<file path="config.mk">
export PLATFORM = sky130hd
export DESIGN_NAME = photodiode_conditioner
export DESIGN_NICKNAME = d
export VERILOG_FILES = /design/src/rtl/photodiode_conditioner.sv
export SDC_FILE = /design/constraint.sdc
export NUM_CORES = 1
export LEC_CHECK = 0
export ABC_AREA = 0
export CAP_MARGIN = 20
export CELL_PAD_IN_SITES_DETAIL_PLACEMENT = 1
export CELL_PAD_IN_SITES_GLOBAL_PLACEMENT = 1
export CORE_MARGIN = 2
export CORE_UTILIZATION = 34
export CTS_CLUSTER_SIZE = 25
export DETAILED_ROUTE_END_ITERATION = 12
export PLACE_DENSITY = 0.59
export SETUP_SLACK_MARGIN = 0.3
export SLEW_MARGIN = 10
export SYNTH_ARGS = -nofsm -noshare
export SYNTH_HDL_FRONTEND = slang
export SYNTH_SLANG_ARGS = --single-unit
</file>
<file path="constraint.sdc">
create_clock -name clk -period 2.9 [get_ports clk]
set_input_delay 0.58 -clock clk [delete_from_list [all_inputs] [get_ports clk]]
set_output_delay 0.58 -clock clk [all_outputs]
set_load 0.02 [all_outputs]
</file>
<file path="src/rtl/photodiode_conditioner.sv">
// Laser-harp photodiode conditioning: per-beam synchronizer and debounce filter,
// clean beam levels for the photodiode conduit, and a show-ahead FIFO of
// beam-broken / beam-restored events with a valid/ready handshake.
module photodiode_conditioner #(
  parameter int NUM_BEAMS       = 8,
  parameter int SYNC_STAGES     = 2,
  parameter int DEBOUNCE_CYCLES = 50000,
  parameter int CNT_W           = 16,
  parameter int FIFO_DEPTH      = 8
) (
  input  logic                 clk,
  input  logic                 reset,
  input  logic [NUM_BEAMS-1:0] beam_raw,
  output logic [NUM_BEAMS-1:0] beam_level,
  output logic                 event_valid,
  input  logic                 event_ready,
  output logic [2:0]           event_beam,
  output logic                 event_broken,
  output logic                 overflow,
  input  logic                 clear_overflow
);

  localparam int AW = $clog2(FIFO_DEPTH);
  localparam logic [CNT_W-1:0] CNT_LAST  = CNT_W'(DEBOUNCE_CYCLES - 1);
  localparam logic [AW:0]      FIFO_FULL = (AW+1)'(FIFO_DEPTH);

  // ---------------------------------------------------------------------------
  // Synchronizer
  // ---------------------------------------------------------------------------
  logic [NUM_BEAMS-1:0] sync_reg [SYNC_STAGES];
  logic [NUM_BEAMS-1:0] s;

  // Shift the asynchronous pins through the flop chain; idle level is "light received".
  always_ff @(posedge clk) begin
    if (reset) begin
      for (int k = 0; k < SYNC_STAGES; k++) begin
        sync_reg[k] <= '1;
      end
    end else begin
      sync_reg[0] <= beam_raw;
      for (int k = 1; k < SYNC_STAGES; k++) begin
        sync_reg[k] <= sync_reg[k-1];
      end
    end
  end

  assign s = sync_reg[SYNC_STAGES-1];

  // ---------------------------------------------------------------------------
  // Per-beam debounce
  // ---------------------------------------------------------------------------
  logic [NUM_BEAMS-1:0] accept;  // beam commits its new level on this edge
  logic [NUM_BEAMS-1:0] pdir;    // direction of the last committed change (1 = broken)

  generate
    for (genvar gi = 0; gi < NUM_BEAMS; gi++) begin : g_beam
      logic [CNT_W-1:0] cnt_reg;
      logic             level_reg;
      logic             dir_reg;

      assign accept[gi] = (s[gi] != level_reg) && (cnt_reg == CNT_LAST);

      // Count consecutive mismatching cycles; any interruption discards the run.
      always_ff @(posedge clk) begin
        if (reset) begin
          cnt_reg   <= '0;
          level_reg <= 1'b1;
          dir_reg   <= 1'b0;
        end else if (s[gi] == level_reg) begin
          cnt_reg <= '0;
        end else if (accept[gi]) begin
          level_reg <= s[gi];
          cnt_reg   <= '0;
          dir_reg   <= ~s[gi];
        end else begin
          cnt_reg <= cnt_reg + CNT_W'(1);
        end
      end

      assign beam_level[gi] = level_reg;
      assign pdir[gi]       = dir_reg;
    end
  endgenerate

  // ---------------------------------------------------------------------------
  // Pending events and fixed-priority arbiter (lowest index first)
  // ---------------------------------------------------------------------------
  logic [NUM_BEAMS-1:0] pend_reg, pend_next;
  logic                 arb_found;
  logic [2:0]           arb_sel;
  logic                 slot_valid_reg;
  logic [2:0]           slot_beam_reg;
  logic                 slot_broken_reg;

  // Pick the lowest pending beam; a fresh debounce commit re-arms its bit over the grant clear.
  always_comb begin
    arb_found = 1'b0;
    arb_sel   = '0;
    for (int k = NUM_BEAMS - 1; k >= 0; k--) begin
      if (pend_reg[k]) begin
        arb_found = 1'b1;
        arb_sel   = 3'(k);
      end
    end
    pend_next = pend_reg;
    if (arb_found) begin
      pend_next[arb_sel] = 1'b0;
    end
    pend_next = pend_next | accept;
  end

  // Register the granted event into the FIFO write slot.
  always_ff @(posedge clk) begin
    if (reset) begin
      pend_reg        <= '0;
      slot_valid_reg  <= 1'b0;
      slot_beam_reg   <= '0;
      slot_broken_reg <= 1'b0;
    end else begin
      pend_reg        <= pend_next;
      slot_valid_reg  <= arb_found;
      slot_beam_reg   <= arb_sel;
      slot_broken_reg <= pdir[arb_sel];
    end
  end

  // ---------------------------------------------------------------------------
  // Event FIFO (show-ahead)
  // ---------------------------------------------------------------------------
  logic [3:0]    fifo_mem [FIFO_DEPTH];
  logic [3:0]    head;
  logic [AW-1:0] wr_ptr_reg, rd_ptr_reg;
  logic [AW:0]   count_reg;
  logic          do_pop, do_wr, drop;
  logic          overflow_reg;

  assign event_valid = (count_reg != '0);
  assign do_pop      = event_valid && event_ready;
  assign do_wr       = slot_valid_reg && ((count_reg != FIFO_FULL) || do_pop);
  assign drop        = slot_valid_reg && (count_reg == FIFO_FULL) && !do_pop;

  // Storage array: no reset, contents are only meaningful under the count.
  always_ff @(posedge clk) begin
    if (do_wr) begin
      fifo_mem[wr_ptr_reg] <= {slot_beam_reg, slot_broken_reg};
    end
  end

  // Pointer and occupancy bookkeeping; pointers wrap naturally (power-of-two depth).
  always_ff @(posedge clk) begin
    if (reset) begin
      wr_ptr_reg <= '0;
      rd_ptr_reg <= '0;
      count_reg  <= '0;
    end else begin
      if (do_wr) begin
        wr_ptr_reg <= wr_ptr_reg + AW'(1);
      end
      if (do_pop) begin
        rd_ptr_reg <= rd_ptr_reg + AW'(1);
      end
      case ({do_wr, do_pop})
        2'b10:   count_reg <= count_reg + (AW+1)'(1);
        2'b01:   count_reg <= count_reg - (AW+1)'(1);
        default: count_reg <= count_reg;
      endcase
    end
  end

  // Sticky drop flag; a drop on the same cycle as a clear keeps it set.
  always_ff @(posedge clk) begin
    if (reset) begin
      overflow_reg <= 1'b0;
    end else if (drop) begin
      overflow_reg <= 1'b1;
    end else if (clear_overflow) begin
      overflow_reg <= 1'b0;
    end
  end

  assign head         = fifo_mem[rd_ptr_reg];
  assign event_beam   = event_valid ? head[3:1] : 3'd0;
  assign event_broken = event_valid & head[0];
  assign overflow     = overflow_reg;

endmodule

</file>
==> results.json, run 1 <==
{
  "syn_area_um2": 9128,
  "drcViolationCount": 0,
  "boundaryPins": 26,
  "max-vdd-ir-drop_mv": 0.3980,
  "worstPathArrival_ns": 1.94,
  "vias_per_cell": 4.797,
  "worst-r2r-cell-count": 11,
  "period_needed_ns": 2.515,
  "critical_path.startpoint_type": "flip-flop",
  "setup_violations": 0,
  "grt_pass1_wl_um": 30750,
  "crit_path_end_kind": "output port",
  "max_slew_margin_pct": 59.51,
  "gr-total-overflow": 0,
  "synthCells": 958,
  "largest_reg_flops": 128,
  "hold_ws_ns": 0.4092,
  "yosys_warnings": 0,
  "wl_um": 17960,
  "synth_flop_cell": "dfxtp_1",
  "worst_pin_slew_ns": 0.6010,
  "synth.distinct_cells": 50,
  "cts_buffers": 25,
  "core_um2": 26210,
  "first_iter_violations": 206,
  "avgRoutedWirePerCell_um": 13.40,
  "clock_latency_ns": 0.50,
  "final_cell_mix": "186 x dfxtp_1, 185 x nor2_1, 61 x xnor2_1",
  "rsz0062_at_grt": "false",
  "gp_congestion": 0.7655,
  "die_h_um": 167.8,
  "power_density_nw_per_um2": 577.6,
  "crit_type": "flip-flop to output port",
  "synth_nets": 984,
  "cts_max_level": 1,
  "worstReg2RegEnd": "count_reg[3]",
  "finalNetCount": 1015,
  "timing.final.ws_setup_ns": 0.3849,
  "final_layout_size_suffix_gt1_share_pct": 8.060,
  "die-area_um2": 28170,
  "clk_path_buf_depth": 3,
  "clock-sinks": 219,
  "dp_hpwl_um": 12450,
  "outcome": "completed",
  "grt_max_degree": 28,
  "regToRegSetupSlack_ns": 0.45,
  "antenna_found_initial": 0,
  "area_growth_pct": 14.76,
  "final_common_cell": "dfxtp_1",
  "grt_usage_pct": 12.82,
  "ant_nets": 0,
  "drv_slew": 0,
  "syn_area_per_cell_um2": 9.528,
  "crit_end": "event_beam[0]",
  "rr_startpoint": "count_reg[3]",
  "cts.clk_slew.worst_paths_ns": 0.06,
  "max_freq_ghz": 0.3976,
  "start_util_pct": 34.83,
  "fillCellCount": 2949,
  "vias": 6428,
  "synth-seq-cells": 219,
  "clockRootBuffer": "clkbuf_16",
  "diodes": 0,
  "dp.cells": 1294,
  "hold_class": "flip-flop to flip-flop",
  "clock_skew_ns": 0.005630,
  "io_buffers": 25,
  "rows": 59,
  "finalCritPeriodShare_pct": 86.73,
  "crit_required_ns": 2.32,
  "cts_tree": "yes",
  "drt_pass1_iterations": 4,
  "finalHoldViolCount": 0,
  "dp_slack_ns": -0.09297,
  "max_cap_viol_count": 0,
  "synth_edf_count": 32,
  "async_reset_ff_share_pct": 0,
  "crit_fanout": 7,
  "p_leak_uw": 0.003536,
  "first_global_vias": 6513,
  "die_w_um": 167.8,
  "fin_cells": 1340,
  "yosysSeqAreaShare_pct": 51.54,
  "total_power_uw": 6050
}
==> metrics by stage <==
| step | utilization (%) | setup TNS (ns) | cell area (um^2) |
|---|---|---|---|
| after floorplan | - | 0 | 9134 |
| after global placement | 36.97 | -0.01945 | 9689 |
| after detailed placement | 36.97 | -0.09297 | 9689 |
| after CTS | 39.78 | 0 | 10420 |
| after global routing | 39.97 | 0 | 10480 |
| final | 39.97 | 0 | 10480 |
==> layer usage <==
metal	vias to the layer above	global-route usage (%)	share of wire, %
met2	59	22.10	45
met5	-	0	0
met4	0	3.516	2.1
met1	3027	16.67	50
li1	3319	-	-
met3	23	2.116	2.7
==> worst min-delay path by stage <==
stage	startpoint	end	slack, ns	depth (start not counted)
floorplan	sync_reg[0][2]	sync_reg[0][10]	0.39	1
global placement	sync_reg[0][0]	sync_reg[0][8]	0.39	1
detailed placement	sync_reg[0][1]	sync_reg[0][9]	0.40	1
CTS	sync_reg[0][0]	sync_reg[0][8]	0.41	1
global route	sync_reg[0][0]	sync_reg[0][8]	0.42	1
finish	sync_reg[0][0]	sync_reg[0][8]	0.41	1
==> what timing repair did <==
action | CTS | global route
setup buffers | 0 | 3
gates resized for setup | 6 | 7
hold buffers | 0 | 0
endpoints found under the setup margin | 4 | 5
==> worst max-delay path, stage by stage (launching register included) <==
cell and delay [ns]:
dfxtp_4 0.41, mux4_2 0.51, mux2i_1 0.15, nor2_1 0.05, dlygate4sd2_1 0.31
==> Yosys cell counts (2+ instances only) <==
cell       count  area, um^2
and4_1         5       43.79
buf_4         10       75.07
nor4b_1        6       52.55
nand2b_1      11       68.82
nor3_1        20       100.1
nor2_1       185       694.4
a21o_1         4       30.03
and4b_1        2       20.02
a2111oi_0      2       17.52
and3_1        28       175.2
o21ai_0       27       135.1
nor4_1         7       43.79
nor2b_1        5       31.28
ha_1          13       162.7
a21oi_1       31       155.2
nand2_1       54       202.7
nor4bb_1       5       50.05
or3_1         15       93.84
edfxtp_1      32       960.9
and2_1         2       12.51
dfxtp_1      187        3744
o21bai_1       2       15.01
xor2_1        59       516.8
or2_2         21       131.4
mux4_2         8       180.2
mux2i_1        5       50.05
nand4b_1       2       17.52
a211oi_1       2       15.01
clkbuf_1      15       56.30
nand4_1       21       131.4
inv_1         33       123.9
a31oi_1        2       12.51
or4_1          5       37.54
a211o_1        4       35.03
nand3_1       48       240.2
xnor2_1       61       534.3
buf_2          6       30.03
==> logic make-up (layout without fill, tap and decap cells) <==
family / after synthesis / count (layout) / synth area share, %
and+or+nand+nor: 447 / 447 / 24.10
DFF: 219 / 219 / 51.54
buffers and inverters: 64 / 111 / 3.125
xor gates and xnor gates: 120 / 120 / 11.51
muxes: 13 / 13 / 2.522
adders and majority gates: 14 / 14 / 2.001
AOI/OAI and AO/OA: 81 / 81 / 5.195
==> report_power, final <==
part           internal, uW  switching [uW]  total, uW
clock network          1690            1160       2850
logic                  39.4            49.0       88.4
registers              3100            17.8       3110
total                  4820            1230       6050
==> layout make-up <==
class                           instances  area (um^2)  area share [%]
Sequential cell                       219         4708           44.95
Inverter                               33        123.9           1.183
Multi-Input combinational cell        675         4168           39.79
Tap cell                              335        419.2           4.001
Timing Repair Buffer                   35        320.3           3.058
Clock inverter                          2        10.01         0.09556
Clock buffer                           41        725.7           6.928
Power figures use the tool's default switching activity.
==> run 2: changes to the inputs <==
--- a/config.mk
+++ b/config.mk
@@ -6,6 +6,7 @@
 export NUM_CORES = 1
 export LEC_CHECK = 0
 export ABC_AREA = 0
+export ABC_CLOCK_PERIOD_IN_PS = 2900
 export CAP_MARGIN = 20
 export CELL_PAD_IN_SITES_DETAIL_PLACEMENT = 1
 export CELL_PAD_IN_SITES_GLOBAL_PLACEMENT = 1
@@ -13,7 +14,8 @@
 export CORE_UTILIZATION = 34
 export CTS_CLUSTER_SIZE = 25
 export DETAILED_ROUTE_END_ITERATION = 12
-export PLACE_DENSITY = 0.59
+export DONT_BUFFER_PORTS = 1
+export PLACE_DENSITY = 0.58
 export SETUP_SLACK_MARGIN = 0.3
 export SLEW_MARGIN = 10
 export SYNTH_ARGS = -nofsm -noshare
==> run 2 against run 1 <==
Sequential share of layout area rose by 0.94 points; wire length barely moved; sequential cell count did not move; design area fell by 2.1%; highest routed layer unchanged; total power rose by 3.4%; final cell count fell by 2.0%; via count fell by 1.8%; worst setup slack improved by 0.10 ns; die area did not move; maximum frequency rose by 4.3%; worst hold slack got worse by 0.26 ns.
==> results.json, run 2 (same netlist as run 1, synthesis figures left out) <==
{
  "outcome": "completed",
  "final_cell_mix": "186 x dfxtp_1, 185 x nor2_1, 61 x xnor2_1",
  "critical_path.startpoint_type": "flip-flop",
  "dp_slack_ns": 0.3282,
  "cts_buffers": 26,
  "crit_required_ns": 3.35,
  "diodes": 0,
  "ant_nets": 0,
  "drcViolationCount": 0,
  "gr-usage-met2_pct": 22.06,
  "use_met1_pct": 17.54,
  "regArea_um2": 4708,
  "clock_latency_ns": 0.52,
  "clock-sinks": 219,
  "start_util_pct": 34.83,
  "crit_type": "flip-flop to flip-flop",
  "crit_path_end_kind": "flip-flop",
  "vias_per_cell": 4.808,
  "io_buffers": 0,
  "dp.cells": 1265,
  "worstPathArrival_ns": 2.87,
  "clk_path_buf_depth": 3,
  "use_met3_pct": 2.351,
  "vias": 6313,
  "core_um2": 26210,
  "finalCritPeriodShare_pct": 83.13,
  "cts_tree": "yes",
  "hold_class": "input pin to flip-flop",
  "finalHoldViolCount": 0,
  "wl_um": 17940,
  "avgRoutedWirePerCell_um": 13.66,
  "grt_usage_pct": 13.19,
  "cts_max_level": 1,
  "finalNetCount": 984,
  "largest_reg_flops": 128,
  "rows": 59,
  "drv_slew": 0,
  "grt_max_degree": 67,
  "clockRootBuffer": "clkbuf_16",
  "rsz0062_at_grt": "true",
  "period_needed_ns": 2.411,
  "cts.clk_slew.worst_paths_ns": 0.06,
  "die_h_um": 167.8,
  "max_freq_ghz": 0.4148,
  "hold_ws_ns": 0.1457,
  "power_density_nw_per_um2": 609.7,
  "drt_pass1_iterations": 4,
  "first_global_vias": 6448,
  "dp_hpwl_um": 12280,
  "worst_pin_slew_ns": 0.6507,
  "grt_pass1_wl_um": 31470,
  "grt.busiest_layer": "met2",
  "min_from": "reset",
  "area_growth_pct": 12.41,
  "antenna_found_initial": 0,
  "boundaryPins": 26,
  "fin_cells": 1313,
  "die-area_um2": 28170,
  "crit_fanout": 5,
  "final_layout_size_suffix_gt1_share_pct": 8.078,
  "max_slew_margin_pct": 56.22,
  "total_power_uw": 6255,
  "rr_startpoint": "count_reg[3]",
  "setup_violations": 0,
  "clock_skew_ns": 0.01060,
  "first_iter_violations": 270,
  "timing.final.ws_setup_ns": 0.4892,
  "fin_tns_setup_ns": 0,
  "ctsHoldBuffers": 0,
  "die_w_um": 167.8,
  "fillCellCount": 2966,
  "p_leak_uw": 0.003421,
  "gp_congestion": 0.7722,
  "multi_input_area_um2": 4159,
  "gr-total-overflow": 0,
  "max_cap_viol_count": 0,
  "final_common_cell": "dfxtp_1",
  "crit_path_start": "count_reg[3]",
  "max-vdd-ir-drop_mv": 0.3856
}
## run 2: final timing paths
check | to | slack [ns] | cells past startpoint
setup / recovery | count_reg[3] | 0.49 | 11
setup reg to reg | count_reg[3] | 0.49 | 11
hold / removal | pend_reg[4] | 0.15 | 1
hold reg to reg | sync_reg[0][12] | 0.42 | 1
## run 2: layout make-up
cell class / count / share of cell area (%)
Multi-Input combinational cell: 675 / 40.54
Timing Repair Buffer: 3 / 0.2195
Clock buffer: 39 / 7.610
Inverter: 33 / 1.207
Tap cell: 335 / 4.085
Clock inverter: 9 / 0.4512
Sequential cell: 219 / 45.89
## run 2: metal layers
metal | part of all wire, % | up-vias
met1 | 50 | 2983
met4 | 2.5 | 0
met5 | 0 | -
li1 | - | 3251
met3 | 3.0 | 27
met2 | 44 | 52
## run 2: critical path: stages (launching register included)
cell	delay, ns
dfxtp_1	0.36
nor4_4	0.32
inv_2	0.14
nand2_2	0.12
inv_1	0.05
ha_1	0.21
ha_1	0.27
a21o_1	0.19
a21oi_2	0.15
xnor2_1	0.09
or3_1	0.31
a21oi_1	0.14
## run 2: stage by stage
stage	instance area [um^2]	util [%]
after floorplan	9134	-
after global placement	9414	35.92
after detailed placement	9414	35.92
after CTS	10240	39.08
after global routing	10260	39.15
final	10260	39.15
## run 2: what timing repair did
item | in CTS | in global routing
pin swaps | 0 | 1
gates resized for setup | 1 | 5
endpoints found under the setup margin | 4 | 3
buffers inserted | 0 | 0
## run 2: report_power, final
| part | switching, uW | total (uW) | internal, uW |
|---|---|---|---|
| logic | 31.8 | 56.7 | 24.9 |
| registers | 18.0 | 3110 | 3100 |
| clock network | 1240 | 3080 | 1850 |
==> run 3: changes to the inputs <==
--- a/config.mk
+++ b/config.mk
@@ -6,7 +6,7 @@
 export NUM_CORES = 1
 export LEC_CHECK = 0
 export ABC_AREA = 0
-export ABC_CLOCK_PERIOD_IN_PS = 2900
+export ABC_CLOCK_PERIOD_IN_PS = 2200
 export CAP_MARGIN = 20
 export CELL_PAD_IN_SITES_DETAIL_PLACEMENT = 1
 export CELL_PAD_IN_SITES_GLOBAL_PLACEMENT = 1
@@ -15,7 +15,7 @@
 export CTS_CLUSTER_SIZE = 25
 export DETAILED_ROUTE_END_ITERATION = 12
 export DONT_BUFFER_PORTS = 1
-export PLACE_DENSITY = 0.58
+export PLACE_DENSITY = 0.6
 export SETUP_SLACK_MARGIN = 0.3
 export SLEW_MARGIN = 10
 export SYNTH_ARGS = -nofsm -noshare
==> constraint.sdc (replaced) <==
create_clock -name clk -period 2.2 [get_ports clk]
set_input_delay 0.44 -clock clk [delete_from_list [all_inputs] [get_ports clk]]
set_output_delay 0.44 -clock clk [all_outputs]
set_load 0.02 [all_outputs]
==> run 3 against run 2 <==
The run now ends with negative setup slack left; count of clock-buffer cells in the layout increased by 1; critical path depth is 7 lower; clock skew is 0.016 ns higher; total power rose by 36%; worst setup slack worse by 0.57 ns; die area is the same; critical endpoint is now event_beam[0].
==> results.json, run 3 (same netlist as run 1, synthesis figures left out) <==
{
  "outcome": "finished with violations",
  "violations": "negative setup slack",
  "first_global_vias": 6672,
  "gp_congestion": 0.7533,
  "crit_buf_inv": 1,
  "grt_usage_pct": 13.89,
  "placed_area_um2": 9604,
  "largest_reg_flops": 128,
  "cts_tree": "yes",
  "power_density_nw_per_um2": 760.3,
  "crit_fanout": 8,
  "cp_slowest_cell": "mux4_2",
  "wl_um": 19550,
  "p_sw_uw": 1750,
  "period_needed_ns": 2.283,
  "cts_buffers": 26,
  "first_iter_violations": 237,
  "core_um2": 26210,
  "dp_slack_ns": -0.008109,
  "grt_pass1_wl_um": 32880,
  "power.internal_uw": 6785,
  "hold_ws_ns": 0.03498,
  "clock_skew_ns": 0.02621,
  "hold_class": "input pin to flip-flop",
  "dp.cells": 1282,
  "multi_input_area_um2": 4584,
  "crit_path_end_kind": "output port",
  "die_h_um": 167.8,
  "fillCellCount": 2923,
  "timing.final.ws_setup_ns": -0.08266,
  "antenna_found_initial": 0,
  "gr-total-overflow": 0,
  "rr_startpoint": "count_reg[1]",
  "crit_required_ns": 1.76,
  "critPathTopFamily": "multiplexers",
  "regToRegSetupSlack_ns": 0.01,
  "clock-sinks": 219,
  "critical_path.startpoint_type": "flip-flop",
  "finalHoldViolCount": 0,
  "drt_pass1_iterations": 4,
  "drv_slew": 0,
  "area_growth_pct": 22.99,
  "cts.clk_slew.worst_paths_ns": 0.06,
  "clockPowerShare_pct": 50.6,
  "vias": 6610,
  "dp_hpwl_um": 12460,
  "rsz0062_at_grt": "true",
  "max_freq_ghz": 0.4381,
  "max_stage_delay_ns": 0.54,
  "final_layout_size_suffix_gt1_share_pct": 18.85,
  "worstReg2RegEnd": "count_reg[3]",
  "die_w_um": 167.8,
  "crit_type": "flip-flop to output port",
  "sequentialPowerShare_pct": 48.0,
  "worst-r2r-cell-count": 11,
  "io_buffers": 0,
  "hold_depth": 1,
  "max_slew_margin_pct": 71.47,
  "clk_path_buf_depth": 3,
  "finalNetCount": 1030,
  "clockRootBuffer": "clkbuf_16",
  "diodes": 0,
  "regArea_um2": 4738,
  "p_leak_uw": 0.003770,
  "ant_nets": 0,
  "setup_violations": 4,
  "p_comb_share_pct": 1.4,
  "cts_max_level": 1,
  "avgRoutedWirePerCell_um": 14.38,
  "start_util_pct": 34.83,
  "max-vdd-ir-drop_mv": 0.4948,
  "hold-path-endpoint": "sync_reg[0][4]",
  "clock_latency_ns": 0.54,
  "final_area_um2": 11230,
  "swShare_pct": 20.50,
  "worst_pin_slew_ns": 0.4269,
  "min_from": "reset",
  "drcViolationCount": 0,
  "finalCritPeriodShare_pct": 103.8,
  "vias_per_cell": 4.864,
  "grt_max_degree": 35,
  "fin_cells": 1359,
  "cp_cell_sequence": "buf_12, mux4_2, mux2i_4, nor2_4",
  "worstPathArrival_ns": 1.84,
  "rows": 59,
  "max_cap_viol_count": 0,
  "boundaryPins": 26,
  "final_common_cell": "dfxtp_1",
  "fin_util_pct": 42.84,
  "final_cell_mix": "176 x dfxtp_1, 160 x nor2_1, 61 x xnor2_1",
  "die-area_um2": 28170
}
-- run 3: cell types whose count changed in the layout (fill, tap and decap cells not counted), sizes merged --
cell         before  now
buf               3   41
inv              33   34
dlygate4sd3       0    7
clkinvlp          3    0
bufinv            0    2
clkinv            6    5
clkbuf           39   41
-- run 3: what timing repair did --
| item | CTS | global route |
|---|---|---|
| pin swaps | 7 | 28 |
| setup endpoints to repair | 43 | 93 |
| gates cloned | 0 | 1 |
| setup buffers | 8 | 12 |
| resized for setup | 45 | 82 |
| endpoints found under the hold margin | 42 | 0 |
| hold buffers | 8 | 0 |
-- run 3: area by class of cell --
cell class                      instances  area share (%)
Timing Repair Buffer                   49           4.258
Sequential cell                       219           42.21
Tap cell                              335           3.734
Multi-Input combinational cell        675           40.84
Inverter                               33           1.148
Clock inverter                          8          0.9139
Clock buffer                           40           6.899
-- run 3: worst max-delay path by stage --
stage	startpoint	cells past startpoint	to
finish	flip-flop	4	event_beam[0]
global placement	count_reg[0]	10	count_reg[3]
detailed placement	count_reg[1]	10	count_reg[3]
CTS	flip-flop	4	event_beam[0]
global route	flip-flop	4	event_beam[0]
floorplan	count_reg[2]	11	count_reg[3]
-- run 3: power by group through the flow --
| stage | combinational (uW) | clock [uW] | sequential [uW] |
|---|---|---|---|
| after detailed placement | 84.1 | 0 | 4190 |
| after global routing | 140 | 4630 | 4100 |
| after floorplan | 78.6 | 0 | 4180 |
| after CTS | 115 | 4480 | 4100 |
| final | 123 | 4320 | 4100 |
| after global placement | 82.4 | 0 | 4190 |
-- run 3: metrics by stage --
| step | total power [uW] | setup TNS (ns) |
|---|---|---|
| detailed placement | 4276 | -0.008109 |
| global route | 8871 | -0.5503 |
| finish | 8535 | -0.2151 |
| CTS | 8694 | -0.3135 |
| floorplan | 4261 | 0 |
| global placement | 4274 | 0 |
-- run 3: per-layer routing --
metal / vias up / share of wire [%] / global-route usage [%]
li1: 3361 / - / -
met3: 29 / 2.7 / 2.492
met1: 3172 / 47 / 17.95
met5: - / 0 / 0
met2: 48 / 49 / 24.02
met4: 0 / 1.9 / 3.554
